### src/rtl/gpio_debounce.sv
// Per-pin GPIO input conditioning: multi-stage synchronizer, stable-count debounce
// with per-pin bypass, and registered rise/fall edge pulses.
module gpio_debounce #(
    parameter int unsigned WIDTH       = 15,
    parameter int unsigned CNT_WIDTH   = 16,
    parameter int unsigned SYNC_STAGES = 2
) (
    input  logic                 io_clock,
    input  logic                 io_reset_n,
    input  logic [WIDTH-1:0]     io_pins_raw,
    input  logic [WIDTH-1:0]     io_pins_writeEnable,
    input  logic [WIDTH-1:0]     io_cfg_debounce_en,
    input  logic [CNT_WIDTH-1:0] io_cfg_threshold,
    output logic [WIDTH-1:0]     io_pins_read,
    output logic [WIDTH-1:0]     io_rise,
    output logic [WIDTH-1:0]     io_fall
);

    logic [SYNC_STAGES-1:0][WIDTH-1:0] sync_q, sync_d;
    logic [WIDTH-1:0]                  sample;
    logic [WIDTH-1:0]                  state_q, state_d;
    logic [WIDTH-1:0]                  rise_q, rise_d;
    logic [WIDTH-1:0]                  fall_q, fall_d;
    logic [WIDTH-1:0][CNT_WIDTH-1:0]   cnt_q, cnt_d;
    logic [WIDTH-1:0]                  update;
    logic [CNT_WIDTH-1:0]              thr_m1;

    // Raw pads enter stage 0; the last stage is the synchronized sample.
    always_comb begin
        sync_d = {sync_q[SYNC_STAGES-2:0], io_pins_raw};
        sample = sync_q[SYNC_STAGES-1];
    end

    // A threshold of zero behaves as one, so the compare limit saturates at zero.
    always_comb begin
        thr_m1 = '0;
        if (io_cfg_threshold != '0) begin
            thr_m1 = io_cfg_threshold - CNT_WIDTH'(1);
        end
    end

    always_comb begin
        cnt_d   = cnt_q;
        state_d = state_q;
        update  = '0;
        rise_d  = '0;
        fall_d  = '0;
        for (int i = 0; i < int'(WIDTH); i++) begin
            if (!io_cfg_debounce_en[i] || io_pins_writeEnable[i]) begin
                cnt_d[i]  = '0;
                update[i] = (sample[i] != state_q[i]);
            end else if (sample[i] == state_q[i]) begin
                cnt_d[i] = '0;
            end else if (cnt_q[i] >= thr_m1) begin
                cnt_d[i]  = '0;
                update[i] = 1'b1;
            end else begin
                cnt_d[i] = cnt_q[i] + CNT_WIDTH'(1);
            end
            if (update[i]) begin
                state_d[i] = sample[i];
            end
            rise_d[i] = update[i] & sample[i];
            fall_d[i] = update[i] & ~sample[i];
        end
    end

    always_ff @(posedge io_clock or negedge io_reset_n) begin
        if (!io_reset_n) begin
            sync_q  <= '0;
            state_q <= '0;
            cnt_q   <= '0;
            rise_q  <= '0;
            fall_q  <= '0;
        end else begin
            sync_q  <= sync_d;
            state_q <= state_d;
            cnt_q   <= cnt_d;
            rise_q  <= rise_d;
            fall_q  <= fall_d;
        end
    end

    assign io_pins_read = state_q;
    assign io_rise      = rise_q;
    assign io_fall      = fall_q;

endmodule

### config.mk
export PLATFORM = sky130hd
export DESIGN_NAME = gpio_debounce
export DESIGN_NICKNAME = d
export VERILOG_FILES = /design/src/rtl/gpio_debounce.sv
export SDC_FILE = /design/constraint.sdc
export NUM_CORES = 1
export LEC_CHECK = 0
export BUFFER_PORTS_ARGS = -buffer_cell sky130_fd_sc_hd__buf_2
export CAP_MARGIN = 20
export CORE_MARGIN = 10
export CORE_UTILIZATION = 40
export DETAILED_ROUTE_END_ITERATION = 6
export SETUP_SLACK_MARGIN = 0.3
export SYNTH_ARGS = -nofsm -noshare
export SYNTH_HDL_FRONTEND = slang
export SYNTH_SLANG_ARGS = --single-unit
### constraint.sdc
create_clock -name io_clock -period 2.2 [get_ports io_clock]
set_clock_uncertainty 0.1 [all_clocks]
set_input_delay 0.11 -clock io_clock [delete_from_list [all_inputs] [get_ports io_clock]]
set_output_delay 0.11 -clock io_clock [all_outputs]
set_load 0.01 [all_outputs]
==> results of run 1 <==
critical path: stages:
cell and delay, ps:
buf_6 90, or4_4 640, or2_4 300, nor3_4 220, xor2_2 200, nand2_4 140, ha_4 300, nand4_1 110
or4_1 490, a221o_1 320, o211ai_4 150, buf_12 150, buf_16 140, nor3_4 40
sequential cells by signal, summed over array words and instances, names as in the netlist:
| register | count |
|---|---|
| io_pins_read | 15 |
| io_rise | 15 |
| cnt_q | 240 |
| sync_d | 15 |
| sample | 15 |
| io_fall | 15 |
logic make-up after synthesis:
group	count (synthesis)	synth area share, %
AOI/OAI and AO/OA	197	6.800
xor gates and xnor gates	236	10.87
adders and majority gates	257	16.92
buffers and inverters	75	1.646
DFF	315	41.47
muxes	15	0.8886
and+or+nand+nor	830	21.41
worst max-delay path by stage:
stage	start	to	slack, ps	cells past startpoint
6_report	io_cfg_threshold[7]	cnt_q[198]$_DFF_PN0_	-870	14
5_1_grt	io_cfg_threshold[7]	cnt_q[192]$_DFF_PN0_	-940	14
4_1_cts	io_cfg_threshold[7]	io_pins_read[12]$_DFFE_PN0P_	-760	12
3_5_place_dp	io_cfg_threshold[9]	cnt_q[197]$_DFF_PN0_	-1470	13
3_3_place_gp	io_cfg_threshold[9]	cnt_q[200]$_DFF_PN0_	-1380	13
2_1_floorplan	io_cfg_threshold[9]	io_pins_read[12]$_DFFE_PN0P_	-1150	11
report_power, final:
part	total, mW	internal [mW]	leakage [nW]	switching (mW)
Clock	6.48	3.94	0.635	2.55
Sequential	5.98	5.90	4.27	0.0813
Combinational	2.10	0.985	7.12	1.12
Total	14.6	10.8	12.0	3.75
layer usage:
metal	wire (um)	share of wire, %
met2	25870	47
met1	24690	45
met3	2820	5.2
met4	1308	2.4
met5	0	0
cells in the mapped netlist (all sizes together), types with 6 or more instances:
cell	count
and3	38
a211o	6
buf	7
and3b	16
clkbuf	16
dfrtp	315
a21oi	76
nand3	107
nand2b	13
and4	17
nor4	6
a211oi	9
nand2	151
or3	7
a2111oi	8
o21a	13
ha	257
nor3b	22
inv	52
xnor2	117
o21ai	35
o211ai	17
nor3	98
nand4	56
mux2	15
nor2	279
xor2	119
repair_timing:
| action | 4_1_cts | 5_1_grt |
|---|---|---|
| hold endpoints to repair | 334 | 1 |
| buffers inserted | 52 | 17 |
| pin swaps | 109 | 46 |
| setup endpoints to repair | 285 | 285 |
| hold buffers | 21 | 1 |
| resized for setup | 232 | 103 |
| gates cloned | 10 | 0 |
through the flow:
step	setup TNS, ps	hold WS (ps)	std cells
4_1_cts	-174060	5.583	3000
3_5_place_dp	-359940	-22.19	2852
3_3_place_gp	-346770	-24.56	2852
6_report	-204890	20.96	3018
5_1_grt	-234270	40.20	3018
2_1_floorplan	-230310	-285.6	1925
cell type report:
type	instances	area, um2
Clock inverter	9	97.59
Timing Repair Buffer	444	3812
Fill cell	3912	20240
Tap cell	607	759.5
Multi-Input combinational cell	1535	12590
Sequential cell	315	7883
Inverter	52	195.2
Clock buffer	56	1182
==> results.cfg, run 1 <==
[status]
status = finished with violations
violations = setup timing

[worst_setup_path]
endpoint_kind = flip-flop
worst_setup_path_start_kind = input pin
worst-r2r-setup-slack_ps = -270
cp.required_ps = 2530
timing.rr.end = cnt_q[22]$_DFF_PN0_
timing.rr.start = cnt_q[16]$_DFF_PN0_
crit_type = in2reg
reg2reg_depth = 9
cp_max_fo = 7
worstPathArrival_ps = 3400

[timing]
tightest_slew_ps = 594.8
layout_setup_ws_ps = -874.5
max_freq_mhz = 325.3
slew_headroom_pct = 60.04
rsz0062_at_grt = yes
setup_violations = 285
finalCriticalPeriod_ps = 3074
slew_viol_final = 0
final_hold_viol_count = 0
period_share_pct = 139.7

[power_and_ir_drop]
power.leakage_nw = 12.02
ir_drop_uv = 512.0
p_total_mw = 14.57
p_per_area_nw_per_um2 = 549.5

[routing]
drc = 0
num_vias = 16000
ant_nets = 0
dr.first_iter.drc_count = 965
first_pass_iters = 4
wl_per_cell_um = 18.12
wl_mm = 54.69
vias_per_cell = 5.300

[grt]
gr-total-overflow = 0
grt_pass1_wl_mm = 87.22
grt_pass1_vias = 16300
grt_use_total_pct = 19.03
grt_max_degree = 77
grt_antenna_before_repair = 0
grt_use_met2_pct = 31.25
use_met1_pct = 25.11
grt_use_met3_pct = 3.654
busiest_layer = met2

[min_path]
hold_end = io_pins_read[7]$_DFFE_PN0P_
whs_path_depth = 5
hold_class = in2reg
hp-start = io_cfg_debounce_en[7]

[placement]
gp_congestion = 0.8569
port_buffers = 107
postPlaceCellArea_um2 = 22590
dpl.hpwl_mm = 37.94
dp_slack_ps = -1469

[synth]
synth_nets = 2245
yosys_most_used_dff = dfrtp_1
yosysTopAreaCell = dfrtp_1
syn_inst = 1925
synth_cell_types = 60
synth-seq-area-share_pct = 41.47
synth-seq-cells = 315
async_flop_share_pct = 100.0
synth-edff-count = 0
postSynthAreaPerCell_um2 = 9.874
synth_area_leaders = dfrtp_1, ha_1, xor2_1
ys_warn_count = 0
synth_area_um2 = 19010
yosys.area.top_type_share_pct = 41.47

[cts]
numClockSinks = 315
clk_pin_slew_worst_paths_ps = 60
cts_buffers = 38
clk_latency_ps = 560
cts_buffer_depth = 3
root_buffer = clkbuf_16
cts_tree = done
cts_max_level = 2

[floorplan]
initial_utilization_pct = 40.66
die_x_um = 238.0
dieArea_um2 = 56640
die_h_um = 238.0
core_area_um2 = 46750
num_rows = 79
ios = 108

[layout]
utilization_pct = 56.71
fin_area_um2 = 26520
diodes = 0
final_nets = 2706
layout_common_cells = dfrtp_1, buf_4, nor2_1
area_delta_synth_final_pct = 39.49
drive_gt1_share_pct = 31.02
final_common_cell = dfrtp_1

[job]
cap_viol_max_count = 0
(Power assumes the default switching activity.)
==> run 2, diff against run 1 <==
--- a/config.mk
+++ b/config.mk
@@ -10,6 +10,7 @@
 export CORE_MARGIN = 10
 export CORE_UTILIZATION = 40
 export DETAILED_ROUTE_END_ITERATION = 6
+export MAX_ROUTING_LAYER = met4
 export SETUP_SLACK_MARGIN = 0.3
 export SYNTH_ARGS = -nofsm -noshare
 export SYNTH_HDL_FRONTEND = slang
==> results.cfg, run 2 (synthesis results as in run 1) <==
[timing]
final_hold_viol_count = 0
holdWs_ps = 20.87
max_freq_mhz = 324.5
slew_viol_final = 0
layout_setup_ws_ps = -881.9
slew_headroom_pct = 60.10
tightest_slew_ps = 593.9
period_share_pct = 140.1
setup_violations = 285
finalCriticalPeriod_ps = 3082
rsz0062_at_grt = yes

[cts]
numClockSinks = 315
cts_buffer_depth = 3
clk_latency_ps = 560
cts_buffers = 38
cts_tree = done
root_buffer = clkbuf_16
clk_pin_slew_worst_paths_ps = 60
cts_max_level = 2

[routing]
first_pass_iters = 4
dr.first_iter.drc_count = 910
ant_nets = 0
num_vias = 16050
drc = 0
wl_mm = 54.56
wl_per_cell_um = 18.09
vias_per_cell = 5.320

[worst_setup_path]
cp.required_ps = 2530
slowest_stage = or4_4
worst_setup_path_start_kind = input pin
crit_buf_inv = 3
endpoint_kind = flip-flop
critPathMaxStageDelay_ps = 630
crit_type = in2reg
worstPathArrival_ps = 3410
cp_top_family = simple AND/OR/NAND/NOR gates
cp_max_fo = 7
crit_chain = buf_6 -> or4_4 -> or2_4 -> nor2_1 -> xor2_1 -> nand2_4 -> ha_1 -> nand4_1 -> or4_1 -> a221o_1 -> o211ai_4 -> buf_12 -> buf_16 -> nor3_4

[grt]
grt_pass1_wl_mm = 87.18
grt_max_degree = 77
grt_use_total_pct = 19.59
grt_pass1_vias = 16300
grt_antenna_before_repair = 0
gr-total-overflow = 0

[floorplan]
dieArea_um2 = 56640
initial_utilization_pct = 40.66
die_x_um = 238.0
core_area_um2 = 46750
num_rows = 79
die_h_um = 238.0
ios = 108

[power_and_ir_drop]
power.switching_mw = 3.746
power.leakage_nw = 11.99
p_comb_share_pct = 14.4
intPower_mw = 10.81
pwr-share-seq_pct = 41.1
swShare_pct = 25.73
p_per_area_nw_per_um2 = 550.2
pwr-share-clk_pct = 44.6
p_total_mw = 14.56
ir_drop_uv = 512.8

[placement]
postPlaceCellArea_um2 = 22590
dp_slack_ps = -1469
dpl.hpwl_mm = 37.94
gp_congestion = 0.8695
port_buffers = 107
dp.cells = 2852

[status]
violations = setup timing
status = finished with violations

[layout]
area_delta_synth_final_pct = 39.21
fillCellCount = 3916
largest_reg_flops = 240
final_common_cell = dfrtp_1
diodes = 0
fin_area_um2 = 26460
top_register = cnt_q
fin_cells = 3016
final_nets = 2704
layout_common_cells = dfrtp_1, buf_4, nor2_1
drive_gt1_share_pct = 30.72

[min_path]
hold_class = in2reg

[job]
cap_viol_max_count = 0
==> run 2: stage by stage <==
step | TNS, ps | util (%)
after floorplan | -230310 | -
after global placement | -346770 | 48.31
after detailed placement | -359940 | 48.31
after CTS | -174060 | 55.29
after global routing | -230920 | 56.60
final | -201260 | 56.60
==> run 2: power groups by stage <==
stage	sequential, mW	clock, mW	combinational, mW
detailed placement	6.08	0	1.64
CTS	5.98	6.66	2.00
finish	5.98	6.49	2.09
global placement	6.08	0	1.60
floorplan	6.11	0	0.722
global route	6.00	6.89	2.27
==> run 2: path summary, 6_finish.rpt <==
check / end / cells after the start / slack (ps) / startpoint
max in group asynchronous: io_fall[5]$_DFF_PN0_ / 4 / 700 / io_reset_n
min: io_pins_read[7]$_DFFE_PN0P_ / 5 / 20 / io_cfg_debounce_en[7]
max reg2reg: cnt_q[22]$_DFF_PN0_ / 9 / -250 / cnt_q[16]$_DFF_PN0_
max: cnt_q[198]$_DFF_PN0_ / 14 / -880 / io_cfg_threshold[7]
min in group asynchronous: sync_d[26]$_DFF_PN0_ / 3 / 500 / io_reset_n
min reg2reg: sample[4]$_DFF_PN0_ / 0 / 250 / sync_d[19]$_DFF_PN0_
==> run 2: tightest hold or removal path, stage by stage <==
cell,delay [ps]
buf_2,100
nand2_1,70
a21oi_1,60
o211ai_1,140
mux2_2,170
==> run 2: cell type report <==
type	instances	area (um2)	share of cell area (%)
clock inverter	9	97.59	0.3688
inverter	52	195.2	0.7376
timing repair buffer	442	3781	14.29
multi-input combinational	1535	12560	47.48
clock buffer	56	1182	4.468
tap	607	759.5	2.870
sequential	315	7883	29.79
==> run 2: timing repair <==
action | in CTS | in global routing
pin swaps | 109 | 46
gates cloned | 10 | 0
buffers inserted | 52 | 15
setup endpoints to repair | 285 | 285
endpoints found under the hold margin | 334 | 1
resized for setup | 232 | 95
hold buffers | 21 | 1
==> run 2: metal layers <==
| metal | GRT usage, % | wire length (um) | vias up |
|---|---|---|---|
| met4 | 5.456 | 1260 | 0 |
| met3 | 3.481 | 2495 | 82 |
| met2 | 31.31 | 25970 | 306 |
| met5 | - | 0 | - |
| met1 | 25.18 | 24840 | 7903 |
| li1 | - | - | 7755 |
==> run 3, diff against run 2 <==
--- a/config.mk
+++ b/config.mk
@@ -10,6 +10,7 @@
 export CORE_MARGIN = 10
 export CORE_UTILIZATION = 40
 export DETAILED_ROUTE_END_ITERATION = 6
+export HOLD_SLACK_MARGIN = 0.06
 export MAX_ROUTING_LAYER = met4
 export SETUP_SLACK_MARGIN = 0.3
 export SYNTH_ARGS = -nofsm -noshare
==> results.cfg, run 3 (synthesis results as in run 1) <==
[timing]
layout_setup_ws_ps = -898.5
setup_violations = 285
period_share_pct = 140.8
tightest_slew_ps = 594.7
slew_headroom_pct = 60.05
final_hold_viol_count = 0
slew_viol_final = 0
max_freq_mhz = 322.7
holdWs_ps = 50.58
rsz0062_at_grt = yes
finalCriticalPeriod_ps = 3098

[worst_setup_path]
cp_common_cell = nor3_4
cp.required_ps = 2530
timing.rr.start = cnt_q[16]$_DFF_PN0_
slowest_stage = or4_4
timing.rr.end = cnt_q[22]$_DFF_PN0_
worst_setup_path_start_kind = input pin
crit_chain = buf_6 -> or4_4 -> or2_4 -> nor3_4 -> xor2_2 -> nand2_4 -> ha_4 -> nand4_1 -> or4_1 -> a221o_1 -> o211ai_4 -> buf_12 -> buf_16 -> nor3_4
worst-r2r-setup-slack_ps = -250
cp_max_fo = 7
critPathMaxStageDelay_ps = 640
worstPathArrival_ps = 3430
reg2reg_depth = 9
endpoint_kind = flip-flop
cp-startpoint = io_cfg_threshold[7]
crit_type = in2reg
endpoint = cnt_q[199]$_DFF_PN0_

[cts]
clk_latency_ps = 560
numClockSinks = 315
cts_max_level = 2
clk_pin_slew_worst_paths_ps = 60
cts_buffer_depth = 3
cts_buffers = 38
root_buffer = clkbuf_16
cts_tree = done

[layout]
top_register = cnt_q
diodes = 0
final_common_cell = dfrtp_1
area_delta_synth_final_pct = 39.58
drive_gt1_share_pct = 30.63
largest_reg_flops = 240
fillCellCount = 3909
utilization_pct = 56.75
fin_cells = 3023
layout_common_cells = dfrtp_1, buf_4, nor2_1
final_nets = 2711

[floorplan]
dieArea_um2 = 56640
initial_utilization_pct = 40.66
ios = 108
die_h_um = 238.0
die_x_um = 238.0
num_rows = 79
core_area_um2 = 46750

[grt]
grt_use_met2_pct = 31.39
grt_use_met3_pct = 3.504
grt_pass1_vias = 16310
grt_use_total_pct = 19.63
gr-total-overflow = 0
busiest_layer = met2
grt_pass1_wl_mm = 87.37
grt_antenna_before_repair = 0
grt_max_degree = 77
use_met1_pct = 25.22

[routing]
num_vias = 16010
first_pass_iters = 5
ant_nets = 0
wl_per_cell_um = 18.08
wl_mm = 54.66
drc = 0
vias_per_cell = 5.296
dr.first_iter.drc_count = 896

[status]
violations = setup timing
status = finished with violations

[power_and_ir_drop]
power.leakage_nw = 12.02
ir_drop_uv = 512.5
p_per_area_nw_per_um2 = 548.9
p_total_mw = 14.56

[placement]
gp_congestion = 0.8695
dpl.hpwl_mm = 37.94
dp_slack_ps = -1469
dp.cells = 2852
port_buffers = 107

[job]
cap_viol_max_count = 0

[min_path]
hold_class = in2reg
-- run 3: how the worst min path moves through the flow --
stage | startpoint | endpoint | slack, ps | cells after the start
5_1_grt | io_cfg_debounce_en[11] | io_pins_read[11]$_DFFE_PN0P_ | 70 | 5
6_report | io_cfg_debounce_en[11] | io_pins_read[11]$_DFFE_PN0P_ | 50 | 5
2_1_floorplan | io_reset_n | cnt_q[0]$_DFF_PN0_ | -290 | 0
3_3_place_gp | io_reset_n | sync_d[26]$_DFF_PN0_ | -20 | 1
3_5_place_dp | io_reset_n | sync_d[26]$_DFF_PN0_ | -20 | 1
4_1_cts | io_pins_raw[13] | sync_d[28]$_DFF_PN0_ | 70 | 2
-- run 3: area by class of cell --
type / instances / area, um2 / share of cell area, %
Clock buffer: 56 / 1182 / 4.456
Clock inverter: 9 / 97.59 / 0.3678
Inverter: 52 / 195.2 / 0.7357
Multi-Input combinational cell: 1535 / 12560 / 47.35
Sequential cell: 315 / 7883 / 29.71
Tap cell: 607 / 759.5 / 2.863
Timing Repair Buffer: 449 / 3851 / 14.52
-- run 3: what timing repair did --
item,in CTS,in global routing
hold buffers,29,0
hold endpoints to repair,382,0
cloned,10,0
buffers inserted,52,15
resized for setup,232,95
pin swaps,109,46
endpoints found under the setup margin,285,285
-- run 3: critical path: cells and delay by family --
kind	cells	cell delay, ps
buffers and inverters	3	380
adder cells (fa/ha/maj)	1	300
AND/OR/NAND/NOR	7	1950
XOR/XNOR	1	200
AO/OA/AOI/OAI	2	470
-- run 3: metal layers --
metal / part of all wire (%) / up-vias
met4: 2.3 / 0
met1: 46 / 7874
li1: - / 7768
met5: 0 / -
met3: 4.6 / 82
met2: 47 / 286
-- run 3: metrics by stage --
| step | instance area (um2) | setup TNS [ps] |
|---|---|---|
| 3_3_place_gp | 22590 | -346770 |
| 5_1_grt | 26530 | -230920 |
| 6_report | 26530 | -203560 |
| 3_5_place_dp | 22590 | -359940 |
| 4_1_cts | 25930 | -174060 |
| 2_1_floorplan | 19460 | -230310 |
-- run 3: power by group --
part	total, mW	internal [mW]	switching (mW)
Clock	6.48	3.94	2.54
Combinational	2.10	0.983	1.12
Sequential	5.98	5.90	0.0813
